### config.mk
export PLATFORM = sky130hd
export DESIGN_NAME = bridge_rx_wide
export DESIGN_NICKNAME = d
export VERILOG_FILES = /design/src/rtl/bridge_rx_wide.sv
export SDC_FILE = /design/constraint.sdc
export NUM_CORES = 1
export LEC_CHECK = 0
export CORE_UTILIZATION = 58
export DETAILED_ROUTE_END_ITERATION = 6
export GPL_ROUTABILITY_DRIVEN = 0
export PLACE_DENSITY_LB_ADDON = 0.25
export REMOVE_ABC_BUFFERS = 1
export SLEW_MARGIN = 30
export SYNTH_ARGS = -nofsm -noshare
export SYNTH_HDL_FRONTEND = slang
export SYNTH_SLANG_ARGS = --single-unit
### constraint.sdc
create_clock -name clk -period 6.45 [get_ports clk]
set_input_delay 1.29 -clock clk [delete_from_list [all_inputs] [get_ports clk]]
set_output_delay 1.29 -clock clk [all_outputs]
set_load 0.1 [all_outputs]
### src/rtl/bridge_rx_wide.sv
// bridge_rx_wide: parses ASCII read/write command frames from a UART byte
// stream ("Raaaa\r", "Waaaadddd\n") into a single-entry request register with
// a valid/ready handshake. It also reports malformed, stalled and overrun frames.
module bridge_rx_wide #(
    parameter int ADDR_WIDTH     = 16,
    parameter int DATA_WIDTH     = 16,
    parameter int TIMEOUT_CYCLES = 0
) (
    input  logic                  clk,
    input  logic                  rst_n,
    input  logic [7:0]            data_i,
    input  logic                  valid_i,
    output logic [ADDR_WIDTH-1:0] addr_o,
    output logic [DATA_WIDTH-1:0] data_o,
    output logic                  rw_o,
    output logic                  valid_o,
    input  logic                  ready_i,
    output logic                  err_o,
    output logic [1:0]            err_code_o
);

    localparam int NA    = ADDR_WIDTH / 4;
    localparam int ND    = DATA_WIDTH / 4;
    localparam int MAXD  = (NA > ND) ? NA : ND;
    localparam int CNT_W = (MAXD > 1) ? $clog2(MAXD) : 1;
    localparam int TO_W  = (TIMEOUT_CYCLES > 1) ? $clog2(TIMEOUT_CYCLES) : 1;
    localparam logic [TO_W-1:0]  TO_LAST  = TO_W'((TIMEOUT_CYCLES > 0) ? TIMEOUT_CYCLES - 1 : 0);
    localparam logic [CNT_W-1:0] NA_LAST  = CNT_W'(NA - 1);
    localparam logic [CNT_W-1:0] ND_LAST  = CNT_W'(ND - 1);

    typedef enum logic [1:0] {
        ST_IDLE = 2'd0,
        ST_ADDR = 2'd1,
        ST_DATA = 2'd2,
        ST_EOL  = 2'd3
    } state_t;

    state_t                  state_r;
    logic                    write_r;
    logic [CNT_W-1:0]        cnt_r;
    logic [TO_W-1:0]         idle_cnt_r;
    logic [ADDR_WIDTH-1:0]   addr_acc_r;
    logic [DATA_WIDTH-1:0]   data_acc_r;

    logic [4:0]              hex_dec_s;
    logic                    is_hex_s;
    logic [3:0]              hex_val_s;
    logic                    is_eol_s;
    logic                    is_r_s;
    logic                    is_w_s;
    logic                    bad_char_s;
    logic                    done_s;
    logic                    timeout_s;
    logic                    free_s;
    logic                    overrun_s;

    // ASCII hex decode: bit 4 flags a legal digit, bits 3:0 carry its value.
    function automatic logic [4:0] hex_decode(input logic [7:0] c);
        logic [4:0] r;
        r = 5'd0;
        if (c >= 8'h30 && c <= 8'h39) begin
            r = {1'b1, c[3:0]};
        end else if ((c >= 8'h41 && c <= 8'h46) || (c >= 8'h61 && c <= 8'h66)) begin
            r = {1'b1, 4'(c[3:0] + 4'd9)};
        end else begin
            r = 5'd0;
        end
        return r;
    endfunction

    // Byte classification and per-cycle event detection (completion, errors).
    always_comb begin
        hex_dec_s  = hex_decode(data_i);
        is_hex_s   = hex_dec_s[4];
        hex_val_s  = hex_dec_s[3:0];
        is_eol_s   = (data_i == 8'h0D) || (data_i == 8'h0A);
        is_r_s     = (data_i == 8'h52) || (data_i == 8'h72);
        is_w_s     = (data_i == 8'h57) || (data_i == 8'h77);
        bad_char_s = 1'b0;
        done_s     = 1'b0;
        case (state_r)
            ST_ADDR, ST_DATA: bad_char_s = valid_i && !is_hex_s;
            ST_EOL: begin
                bad_char_s = valid_i && !is_eol_s;
                done_s     = valid_i && is_eol_s;
            end
            default: begin
                bad_char_s = 1'b0;
                done_s     = 1'b0;
            end
        endcase
        timeout_s = (TIMEOUT_CYCLES > 0) && (state_r != ST_IDLE) && !valid_i &&
                    (idle_cnt_r == TO_LAST);
        // A completing frame may replace a request that is being accepted this cycle.
        free_s    = !valid_o || ready_i;
        overrun_s = done_s && !free_s;
    end

    // Frame parser: state, digit counter, idle counter and accumulators.
    always_ff @(posedge clk or negedge rst_n) begin
        if (!rst_n) begin
            state_r    <= ST_IDLE;
            write_r    <= 1'b0;
            cnt_r      <= '0;
            idle_cnt_r <= '0;
            addr_acc_r <= '0;
            data_acc_r <= '0;
        end else begin
            if (timeout_s) begin
                state_r <= ST_IDLE;
                cnt_r   <= '0;
            end else begin
                case (state_r)
                    ST_IDLE: begin
                        if (valid_i && (is_r_s || is_w_s)) begin
                            state_r    <= ST_ADDR;
                            write_r    <= is_w_s;
                            cnt_r      <= '0;
                            addr_acc_r <= '0;
                            data_acc_r <= '0;
                        end
                    end
                    ST_ADDR: begin
                        if (valid_i && is_hex_s) begin
                            addr_acc_r <= (addr_acc_r << 4) | ADDR_WIDTH'(hex_val_s);
                            if (cnt_r == NA_LAST) begin
                                cnt_r   <= '0;
                                state_r <= write_r ? ST_DATA : ST_EOL;
                            end else begin
                                cnt_r <= cnt_r + CNT_W'(1);
                            end
                        end else if (valid_i) begin
                            state_r <= ST_IDLE;
                            cnt_r   <= '0;
                        end
                    end
                    ST_DATA: begin
                        if (valid_i && is_hex_s) begin
                            data_acc_r <= (data_acc_r << 4) | DATA_WIDTH'(hex_val_s);
                            if (cnt_r == ND_LAST) begin
                                cnt_r   <= '0;
                                state_r <= ST_EOL;
                            end else begin
                                cnt_r <= cnt_r + CNT_W'(1);
                            end
                        end else if (valid_i) begin
                            state_r <= ST_IDLE;
                            cnt_r   <= '0;
                        end
                    end
                    ST_EOL: begin
                        if (valid_i) begin
                            state_r <= ST_IDLE;
                        end
                    end
                    default: begin
                        state_r <= ST_IDLE;
                        cnt_r   <= '0;
                    end
                endcase
            end
            // Gap timer only runs inside a frame and restarts on every byte.
            if (state_r == ST_IDLE || valid_i || timeout_s || TIMEOUT_CYCLES == 0) begin
                idle_cnt_r <= '0;
            end else begin
                idle_cnt_r <= idle_cnt_r + TO_W'(1);
            end
        end
    end

    // Request register: load on completion when free, clear after acceptance.
    always_ff @(posedge clk or negedge rst_n) begin
        if (!rst_n) begin
            addr_o  <= '0;
            data_o  <= '0;
            rw_o    <= 1'b0;
            valid_o <= 1'b0;
        end else if (done_s && free_s) begin
            addr_o  <= addr_acc_r;
            data_o  <= write_r ? data_acc_r : '0;
            rw_o    <= write_r;
            valid_o <= 1'b1;
        end else if (valid_o && ready_i) begin
            addr_o  <= '0;
            data_o  <= '0;
            rw_o    <= 1'b0;
            valid_o <= 1'b0;
        end
    end

    // Error pulse with prioritised cause; the code persists until the next pulse.
    always_ff @(posedge clk or negedge rst_n) begin
        if (!rst_n) begin
            err_o      <= 1'b0;
            err_code_o <= 2'd0;
        end else begin
            err_o <= overrun_s || bad_char_s || timeout_s;
            if (overrun_s) begin
                err_code_o <= 2'd3;
            end else if (bad_char_s) begin
                err_code_o <= 2'd1;
            end else if (timeout_s) begin
                err_code_o <= 2'd2;
            end
        end
    end

endmodule

* Yosys cells after proc, flatten, opt, wreduce, memory -nomap -nowiden
Index checks and enable logic that the tools add are counted.
** Cells by class
- Add/subtract/negate cells :: 2
- $mul :: 0
- Divide/modulo/power cells :: 0
- Order comparisons :: 6
- Eq/ne operators :: 16
- Shifts and indexed selects :: 0
- Mux-type cells :: 31
- Bitwise logic cells :: 2
- Reductions and logical operators :: 34
** Operators by type and width (number)
- $mux W16 :: 7
- $pmux W16 S2 :: 2
- $eq A8 B7 Y1 const B :: 4
- $or A16 B4 Y16 :: 2
- $mux W2 :: 12
- $eq A8 B4 Y1 const B :: 2
- $ge A8 B7 Y1 const B :: 2
- $le A8 B7 Y1 const B :: 2
- $reduce_and A3 Y1 :: 4
- $logic_and A1 B1 Y1 :: 11
- $mux W5 :: 2
- $reduce_bool A2 Y1 :: 5
- $ge A8 B6 Y1 const B :: 1
- $le A8 B6 Y1 const B :: 1
- $pmux W2 S4 :: 1
- $logic_or A1 B1 Y1 :: 7
- $eq A2 B2 Y1 const B :: 3
- $ne A2 B2 Y1 const B :: 3
- $ne A3 B3 Y1 const B :: 2
- $mux W1 :: 5
- $add A4 B4 Y4 const B :: 1
- $logic_not A1 Y1 :: 4
- $pmux W2 S2 :: 1
- $ne A3 B1 Y1 const B :: 1
- 6 further kinds :: 6
** Storage, ports and cells
- Bits in registers :: 74
- Bits in latches :: 0
- RAM bits :: 0
- ROM bits :: 0
- Bits of input ports :: 12
- Memories :: 0

* Depth between registers and ports, before layout
Gate-level depths: netlist of the first run.
- Depth in word-level cells :: 10
- Depth in mapped cells :: 10
- Mapped depth without buffers :: 7

* Least setup slack after synthesis of the first run
OpenSTA, ideal clock, no wires.
- Path type :: input port to flip-flop
- Start :: input port data_i[3]
- End :: register data_acc_r[10]
- Library setup time :: 0.126 ns
- Arrival :: 2.845 ns
- Setup slack :: 3.479 ns
- Stages on the path :: 5
- Cells stage by stage :: or3b_1 -> or4_4 -> a21boi_4 -> buf_6 -> a221o_1
** Between the ends
- Longest elaborated chain between the ends :: 8
- Elaborated cells between the ends (all ways) :: 24
- Those cells by class :: order compare: 6; eq/ne: 6; mux: 2; reduce/logical: 10
** Ends and longest elaborated chain
- start: declaration :: line 11 : input logic [7:0] data_i,
- $ge A8 B7 Y1 / $le A8 B7 Y1 (equally long branches) :: line 63 : end else if ((c >= 8'h41 && c <= 8'h46) || (c >= 8'h61 && c <= 8'h66)) begin
- $logic_and A1 B1 Y1 :: line 63
- $logic_or A1 B1 Y1 :: line 63
- $mux W5 :: line 63
- $mux W5 :: line 61 : if (c >= 8'h30 && c <= 8'h39) begin
- $logic_and A1 B1 Y1 :: line 138 : if (valid_i && is_hex_s) begin
- $ne A2 B2 Y1 (no source line)
- $reduce_and A3 Y1 (no source line) (*)
- end signal: assignment :: line 139 : data_acc_r <= (data_acc_r << 4) | DATA_WIDTH'(hex_val_s);
- end: declaration :: line 43 : logic [DATA_WIDTH-1:0] data_acc_r;
Mark *: on every way between the ends. The rest lies on a longest branch, timed or not.
A chain may end at the register's enable or synchronous reset.

* Worst setup path after layout of the first run
- Start :: input port data_i[0]
- End :: register data_o[3]
** Between the ends
- Longest elaborated chain between the ends :: 6
- Elaborated cells between the ends (all ways) :: 8
- Those cells by class :: eq/ne: 2; mux: 2; reduce/logical: 4
** Ends and longest elaborated chain
- $eq A8 B4 Y1 :: line 76 : is_eol_s = (data_i == 8'h0D) || (data_i == 8'h0A);
- $logic_or A1 B1 Y1 (*) :: line 76
- $logic_and A1 B1 Y1 (*) :: line 85 : done_s = valid_i && is_eol_s;
- $mux W1 (*) :: line 81 : case (state_r)
- $logic_and A1 B1 Y1 (*) :: line 178 : end else if (done_s && free_s) begin
- $mux W16 / $reduce_bool A2 Y1 (equally long branches)
- end signal: assignment :: line 180 : data_o <= write_r ? data_acc_r : '0;
- end: declaration :: line 14 : output logic [DATA_WIDTH-1:0] data_o,
Marked as above.

==> results.md, run 1 <==
* Worst EP arrival at about 3700 ps
* Die area at 6060 µm²
* Share of layout cells above drive strength 1 at 9.09%
* Hold Crit Depth at 1
* CP Max Fanout at 17
* IO Pins at 49
* Clk Tree Root Cell: clkbuf_8
* R2r worst-path depth at 7
* Fin. Hold Viols at 0
* Cts hold-fix bufs at 0
* WL final at around 6.7 mm
* Yosys top cell area share at roughly 56%
* Die height at 77.8 µm
* Number of inserted diodes at 0
* Async S/R FF share, synth at 100%
* P per Cell Area at 243 nW/µm²
* VDD IR-drop max at 0.160 mV
* Req. time, crit path at ~6700 ps
* Tmin final at approximately 3400 ps
* Slew Limit Headroom at 34.5%
* Setup TNS at 0 ps
* Via count at 2475
* Seq/Total Area, Yosys at 55.5%
* Area of the multi-input gates at about 1400 µm²
* Reg2reg end: data_o[3]$_DFFE_PN0P_
* Maxcap violations at 0
* Leak at just under 2 nW
* Initial DRC Count at approximately 170
* Flops & latches, synth at 74
* CTS tree: yes
* Worst hold slack at 474 ps
* Worst slew pin tran at 979 ps
* First-pass GRT wire length at 11.6 mm
* Cell total after placement at between 300 and 400
* H-tree depth at 3
* CTS buffer count at 9
* Wire per inst at approximately 16 µm
* Register area at between 1500 and 2000 µm²
* Main synth FF type: dfrtp_1
* Crit Reg-Reg Startpoint: state_r[0]$_DFFE_PN0P_
* Largest net degree at the start of global routing at between 70 and 80
* Max Transition Viols Final at 0
* Hold Path End: err_code_o[0]$_DFFE_PN0P_
* Vias per inst at between 5 and 6
* Post-CTS sizing at 0
* Area leader, netlist: dfrtp_1
* Remaining global-route overflow at 0
* Place WS at between 2000 and 3000 ps
* Worst setup slack after layout at between 3000 and 4000 ps
* Post-synthesis xor/xnor area fraction at 0%
* Row count at 27
* Number of global-route vias before repair at 2397
* Period utilization at a little over half
* Post-CTS setup buffer count at 0
* PortBufs at 48
* Die Wd at 77.8 µm
* # DRC at 0
* Clock Latency Late Sink at 350 ps
* Yosys warns at 0
* Worst-path clk slew at approximately 70 ps
* Critical path class: primary input to flop
* Nets at 358
* Syn-to-layout area delta at 20.9%
* Largest family of logic cells by synthesized area: compound AO/OA/AOI/OAI gates
* Hold Crit Class: flop to flop
* CTS Buffer Depth at 2
* CP Launch Type: primary input
* EDFF count, synth at 0
* Hold Path Origin: err_code_o[0]$_DFFE_PN0P_
* Clk sinks at 74
* Post-Syn Instances at 292
* GRT Util Overall at approximately 25%
* Proportion of synthesized area in mux cells at 1.28%
* Most common cell after layout, fill and taps aside: dfrtp_1
* # setup viols final at 0
* Post-DRT Antenna Nets at 0
* Largest cells by area after synthesis: dfrtp_1, a22o_1, nand2_1, ha_1, a221o_1
* Initial antenna violation count at 0
* Syn Std Cell Area at 3330 µm²
* Syn_area_per_cell at approximately 11 µm²
* Cell variety after synth at 51
* Final non-filler cell total at roughly 410
* Post-synthesis simple-gate area fraction at 15.3%
* Achievable Freq at 290 MHz
* R2r setup slk at 3770 ps
* Status: complete, no violations
* Core footprint at 5540 µm²
* Clock skew at 7.61 ps
* Starting Density at 60.2%
* Compound-Gate Fraction of Synth Area at 20.3%
* DP HPWL at 4.30 mm
* Most frequent cells in the layout: dfrtp_1, clkdlybuf4s50_1, nand2_1, a22o_1, nand3_1
* Adder-cell share of the synthesized area at 3.75%
* RSZ-0062 raised after global routing: no
* Crit. End Element: flop
* DRT Pass-1 Iters at 4
* Fill count at between 400 and 500
## kinds of logic after synthesis
logic type	Yosys count
simple gates	96
compound gates	82
flops	74
buf+inv	26
fa+ha+maj	10
mux	4
## worst max-delay path by stage
stage                       endpoint  slack [ps]  cells past startpoint       from
6_report       data_o[3]$_DFFE_PN0P_        3010                      9  data_i[0]
5_1_grt        data_o[0]$_DFFE_PN0P_        2780                      7  data_i[3]
3_5_place_dp   data_o[8]$_DFFE_PN0P_        2630                      9  data_i[0]
2_1_floorplan  addr_o[0]$_DFFE_PN0P_        2820                      7  data_i[0]
3_3_place_gp   data_o[0]$_DFFE_PN0P_        2720                      7  data_i[3]
4_1_cts        data_o[3]$_DFFE_PN0P_        2980                      9  data_i[0]
## worst max-delay path: stages
cell             delay [ps]
clkdlybuf4s50_1         460
inv_1                   150
ha_1                    190
mux2_2                  170
nand4_1                 210
nor2b_1                 180
buf_4                   240
and2_1                  590
a22o_1                  230
## metrics by stage
step                      instance area, µm²  total power [mW]  util, %
final                                   4030             0.980     72.8
after global routing                    4030              1.02     72.8
after CTS                               4030             0.981     72.7
after detailed placement                3830             0.625     69.2
after global placement                  3830             0.621     69.2
after floorplan                         3230             0.582        -
## synth_stat cells, types with 2 or more instances
| cell type | count |
|---|---|
| buf_6 | 2 |
| nand2_1 | 34 |
| and3_1 | 13 |
| nand3_1 | 22 |
| a22o_1 | 32 |
| nand2b_1 | 2 |
| o2bb2ai_1 | 2 |
| or3b_1 | 2 |
| o21ai_0 | 11 |
| buf_4 | 2 |
| nor2b_1 | 3 |
| buf_2 | 5 |
| inv_1 | 7 |
| ha_1 | 10 |
| mux2i_1 | 2 |
| mux2_2 | 2 |
| dfrtp_1 | 74 |
| o211ai_1 | 4 |
| a221o_1 | 12 |
| clkbuf_1 | 9 |
| a21o_1 | 2 |
| a21oi_1 | 6 |
| nor2_1 | 6 |
## power by group
| part | leakage, nW | total, mW | internal, mW | switching, mW |
|---|---|---|---|---|
| registers | 1.03 | 0.482 | 0.473 | 0.00906 |
| logic | 0.809 | 0.140 | 0.0500 | 0.0901 |
| clock network | 0.103 | 0.358 | 0.188 | 0.170 |
| total | 1.94 | 0.980 | 0.711 | 0.270 |
## layout make-up
cell class | instances | area share [%]
Sequential cell | 74 | 45.9
Multi-Input combinational cell | 192 | 33.7
Timing Repair Buffer | 52 | 12.6
Clock buffer | 11 | 3.51
Tap cell | 72 | 2.23
Clock inverter | 5 | 1.33
Inverter | 7 | 0.652
## per-layer routing
metal	track usage [%]	vias up	routed length (µm)
met5	0	-	0
met3	4.94	10	328
met2	39.7	60	3220
met1	33.7	1237	3040
met4	9.06	0	85
li1	-	1168	-
## sequential cells by signal, summed over array words and instances (netlist names)
register    cells
valid_o         1
err_code_o      2
cnt_r           2
state_r         2
data_o         16
addr_acc_r     16
write_r         1
addr_o         16
data_acc_r     16
err_o           1
rw_o            1
No activity file was read; power rests on OpenSTA's default activity.
==> inputs of run 2 (changes only) <==
--- a/config.mk
+++ b/config.mk
@@ -5,7 +5,7 @@
 export SDC_FILE = /design/constraint.sdc
 export NUM_CORES = 1
 export LEC_CHECK = 0
-export CORE_UTILIZATION = 58
+export CORE_UTILIZATION = 54
 export DETAILED_ROUTE_END_ITERATION = 6
 export GPL_ROUTABILITY_DRIVEN = 0
 export PLACE_DENSITY_LB_ADDON = 0.25
==> constraint.sdc (replaced) <==
create_clock -name clk -period 3.5 [get_ports clk]
set_input_delay 0.7 -clock clk [delete_from_list [all_inputs] [get_ports clk]]
set_output_delay 0.7 -clock clk [all_outputs]
set_load 0.1 [all_outputs]
==> run 2 against run 1 <==
Routed wire length fell by 5.2%. Largest cell class unchanged. Highest routed layer unchanged. Largest power group unchanged. Critical endpoint is now data_acc_r[14]$_DFFE_PN0P_. Flip-flop and latch count is the same. Sequential share of layout area down 0.52 points.
==> results.md, run 2 (same netlist as run 1, synthesis figures left out) <==
* Die height at 80.6 µm (+3.5%)
* H-tree depth at 3 (unchanged)
* Number of global-route vias before repair at 2252 (-6.0%)
* Req. time, crit path at 3780 ps (-2950 ps)
* First-pass GRT wire length at 10.7 mm (-7.7%)
* Dpl cell area at 3850 µm² (+0.42%)
* Die Wd at 80.6 µm (+3.5%)
* Fill count at 473 (+15%)
* P per Cell Area at 460 nW/µm² (+89%)
* Share of total power in the clock network at 39.0% (+2.4 points)
* Core footprint at 5960 µm² (+7.5%)
* Power consumption at 1.87 mW (+91%)
* PortBufs at 48 (unchanged)
* Final core occ at 68.5% (-4.3 points)
* Achievable Freq at 359 MHz
* Post-CTS setup buffer count at 0 (unchanged)
* Period utilization at ~80%
* Crit. End Element: flop
* Share of layout cells above drive strength 1 at 10.2% (+1.1 points)
* Largest net degree at the start of global routing at 43 (-43%)
* Most frequent cells in the layout: dfrtp_1, clkdlybuf4s50_1, nand2_1, a22o_1, nand3_1
* WL final at 6.33 mm (-5.2%)
* CTS Buffer Depth at 2 (unchanged)
* Clk sinks at 74 (unchanged)
* Final Instance Area at 4080 µm² (+1.1%)
* Setup TNS at 0 ps (unchanged)
* P_sw at 481 µW (+79%)
* Worst EP arrival at 3060 ps (-670 ps)
* Critical path class: primary input to flop
* # setup viols final at 0 (unchanged)
* Most common cell after layout, fill and taps aside: dfrtp_1
* Net Sw Frac at 25.7% (-1.8 points)
* Initial DRC Count at 149 (-14%)
* Die area at 6490 µm² (+7.2%)
* Worst Setup SP: data_i[3]
* GRT Util Overall at 22.1% (-2.7 points)
* Fin. Hold Viols at 0 (unchanged)
* Tmin final at between 2000 and 3000 ps
* DP HPWL at 4.30 mm (about the same)
* Hold Crit Class: primary input to asynchronous set/reset pin
* Worst slew pin tran at 972 ps (-6.59 ps)
* Row count at 28 (+3.7%)
* CTS buffer count at 9 (unchanged)
* DRT Pass-1 Iters at 4 (unchanged)
* VDD IR-drop max at 0.281 mV (+76%)
* Status: complete, no violations
* Cell breakdown of the critical path: clkdlybuf4s50_1 -> or4b_4 -> nor3_4 -> o21ai_4 -> nor2_2 -> a221o_1
* Flop pwr share at 47.3% (-1.8 points)
* Crit path buffers/inverters at 1 (-2)
* Post-CTS sizing at 0 (unchanged)
* Max Transition Viols Final at 0 (unchanged)
* Nets at 360 (+0.56%)
* Clk Tree Root Cell: clkbuf_8
* Top cell family by delay on the critical path: simple AND/OR/NAND/NOR gates
* Slowest stage delay, CP at 590 ps (about the same)
* Vias per inst at 5.85 (-2.4%)
* Clock skew at 7.94 ps (+0.325 ps)
* Crit Reg-Reg Startpoint: state_r[0]$_DFFE_PN0P_
* Remaining global-route overflow at 0 (unchanged)
* Via count at 2446 (-1.2%)
* Cts hold-fix bufs at 0 (unchanged)
* Starting Density at 56.0% (-4.2 points)
* Pint at 1.39 mW (+96%)
* Clock Latency Late Sink at 340 ps (about the same)
* Slew Limit Headroom at 35.0% (+0.44 points)
* Worst-path clk slew at 80 ps (about the same)
* # DRC at 0 (unchanged)
* Syn-to-layout area delta at 22.3%
* Leak at 1.96 nW (+0.89%)
* Crit path max-delay cell type: or4b_4
* IO Pins at 49 (unchanged)
* CP Launch Type: primary input
* Initial antenna violation count at 0 (unchanged)
* Maxcap violations at 0 (unchanged)
* Comb pwr share at 13.8% (-0.5 points)
* Wire per inst at 15.1 µm (-6.3%)
* Number of inserted diodes at 0 (unchanged)
* CP Max Fanout at 18 (+1)
* CTS tree: yes
* RSZ-0062 raised after global routing: no
* Post-DRT Antenna Nets at 0 (unchanged)
==> run 2: stage by stage <==
stage | cells | hold WS [ps] | worst slack [ps]
6_report | 418 | 319 | 717
5_1_grt | 418 | 353 | 552
3_5_place_dp | 402 | 465 | 389
3_3_place_gp | 402 | 464 | 450
2_1_floorplan | 273 | 404 | 455
4_1_cts | 418 | 485 | 748
==> run 2: metal layers <==
layer  global-route usage (%)  up-vias  part of all wire, %
met5                        0        -                    0
met4                     6.96        0                  1.7
met3                     5.45        9                  3.7
met2                     33.6       63                   48
met1                     31.1     1193                   47
li1                         -     1181                    -
==> run 2: power groups by stage <==
stage | Combinational (mW) | Clock (mW) | Sequential (mW)
2_1_floorplan | 0.148 | 0 | 0.924
3_3_place_gp | 0.252 | 0 | 0.902
3_5_place_dp | 0.257 | 0 | 0.902
4_1_cts | 0.259 | 0.745 | 0.886
5_1_grt | 0.290 | 0.781 | 0.890
6_report | 0.258 | 0.730 | 0.886
==> run 2: area by class of cell <==
cell class                      count  area (µm²)  share of cell area (%)
Inverter                            7        26.3                   0.644
Clock buffer                       10         138                    3.38
Timing Repair Buffer               54         520                    12.8
Tap cell                           75        93.8                    2.30
Sequential cell                    74        1850                    45.4
Clock inverter                      6        88.8                    2.18
Multi-Input combinational cell    192        1360                    33.3
==> run 2: path summary, 6_finish.rpt <==
kind / endpoint / slack (ps) / cells past startpoint
worst max-delay path: data_acc_r[14]$_DFFE_PN0P_ / 720 / 6
worst min-delay path: data_o[14]$_DFFE_PN0P_ / 320 / 1
worst max register to register: data_o[1]$_DFFE_PN0P_ / 1140 / 6
worst min register to register: rw_o$_DFFE_PN0P_ / 480 / 1
max in group asynchronous: write_r$_DFFE_PN0P_ / 2550 / 2
min in group clk: rw_o$_DFFE_PN0P_ / 480 / 1
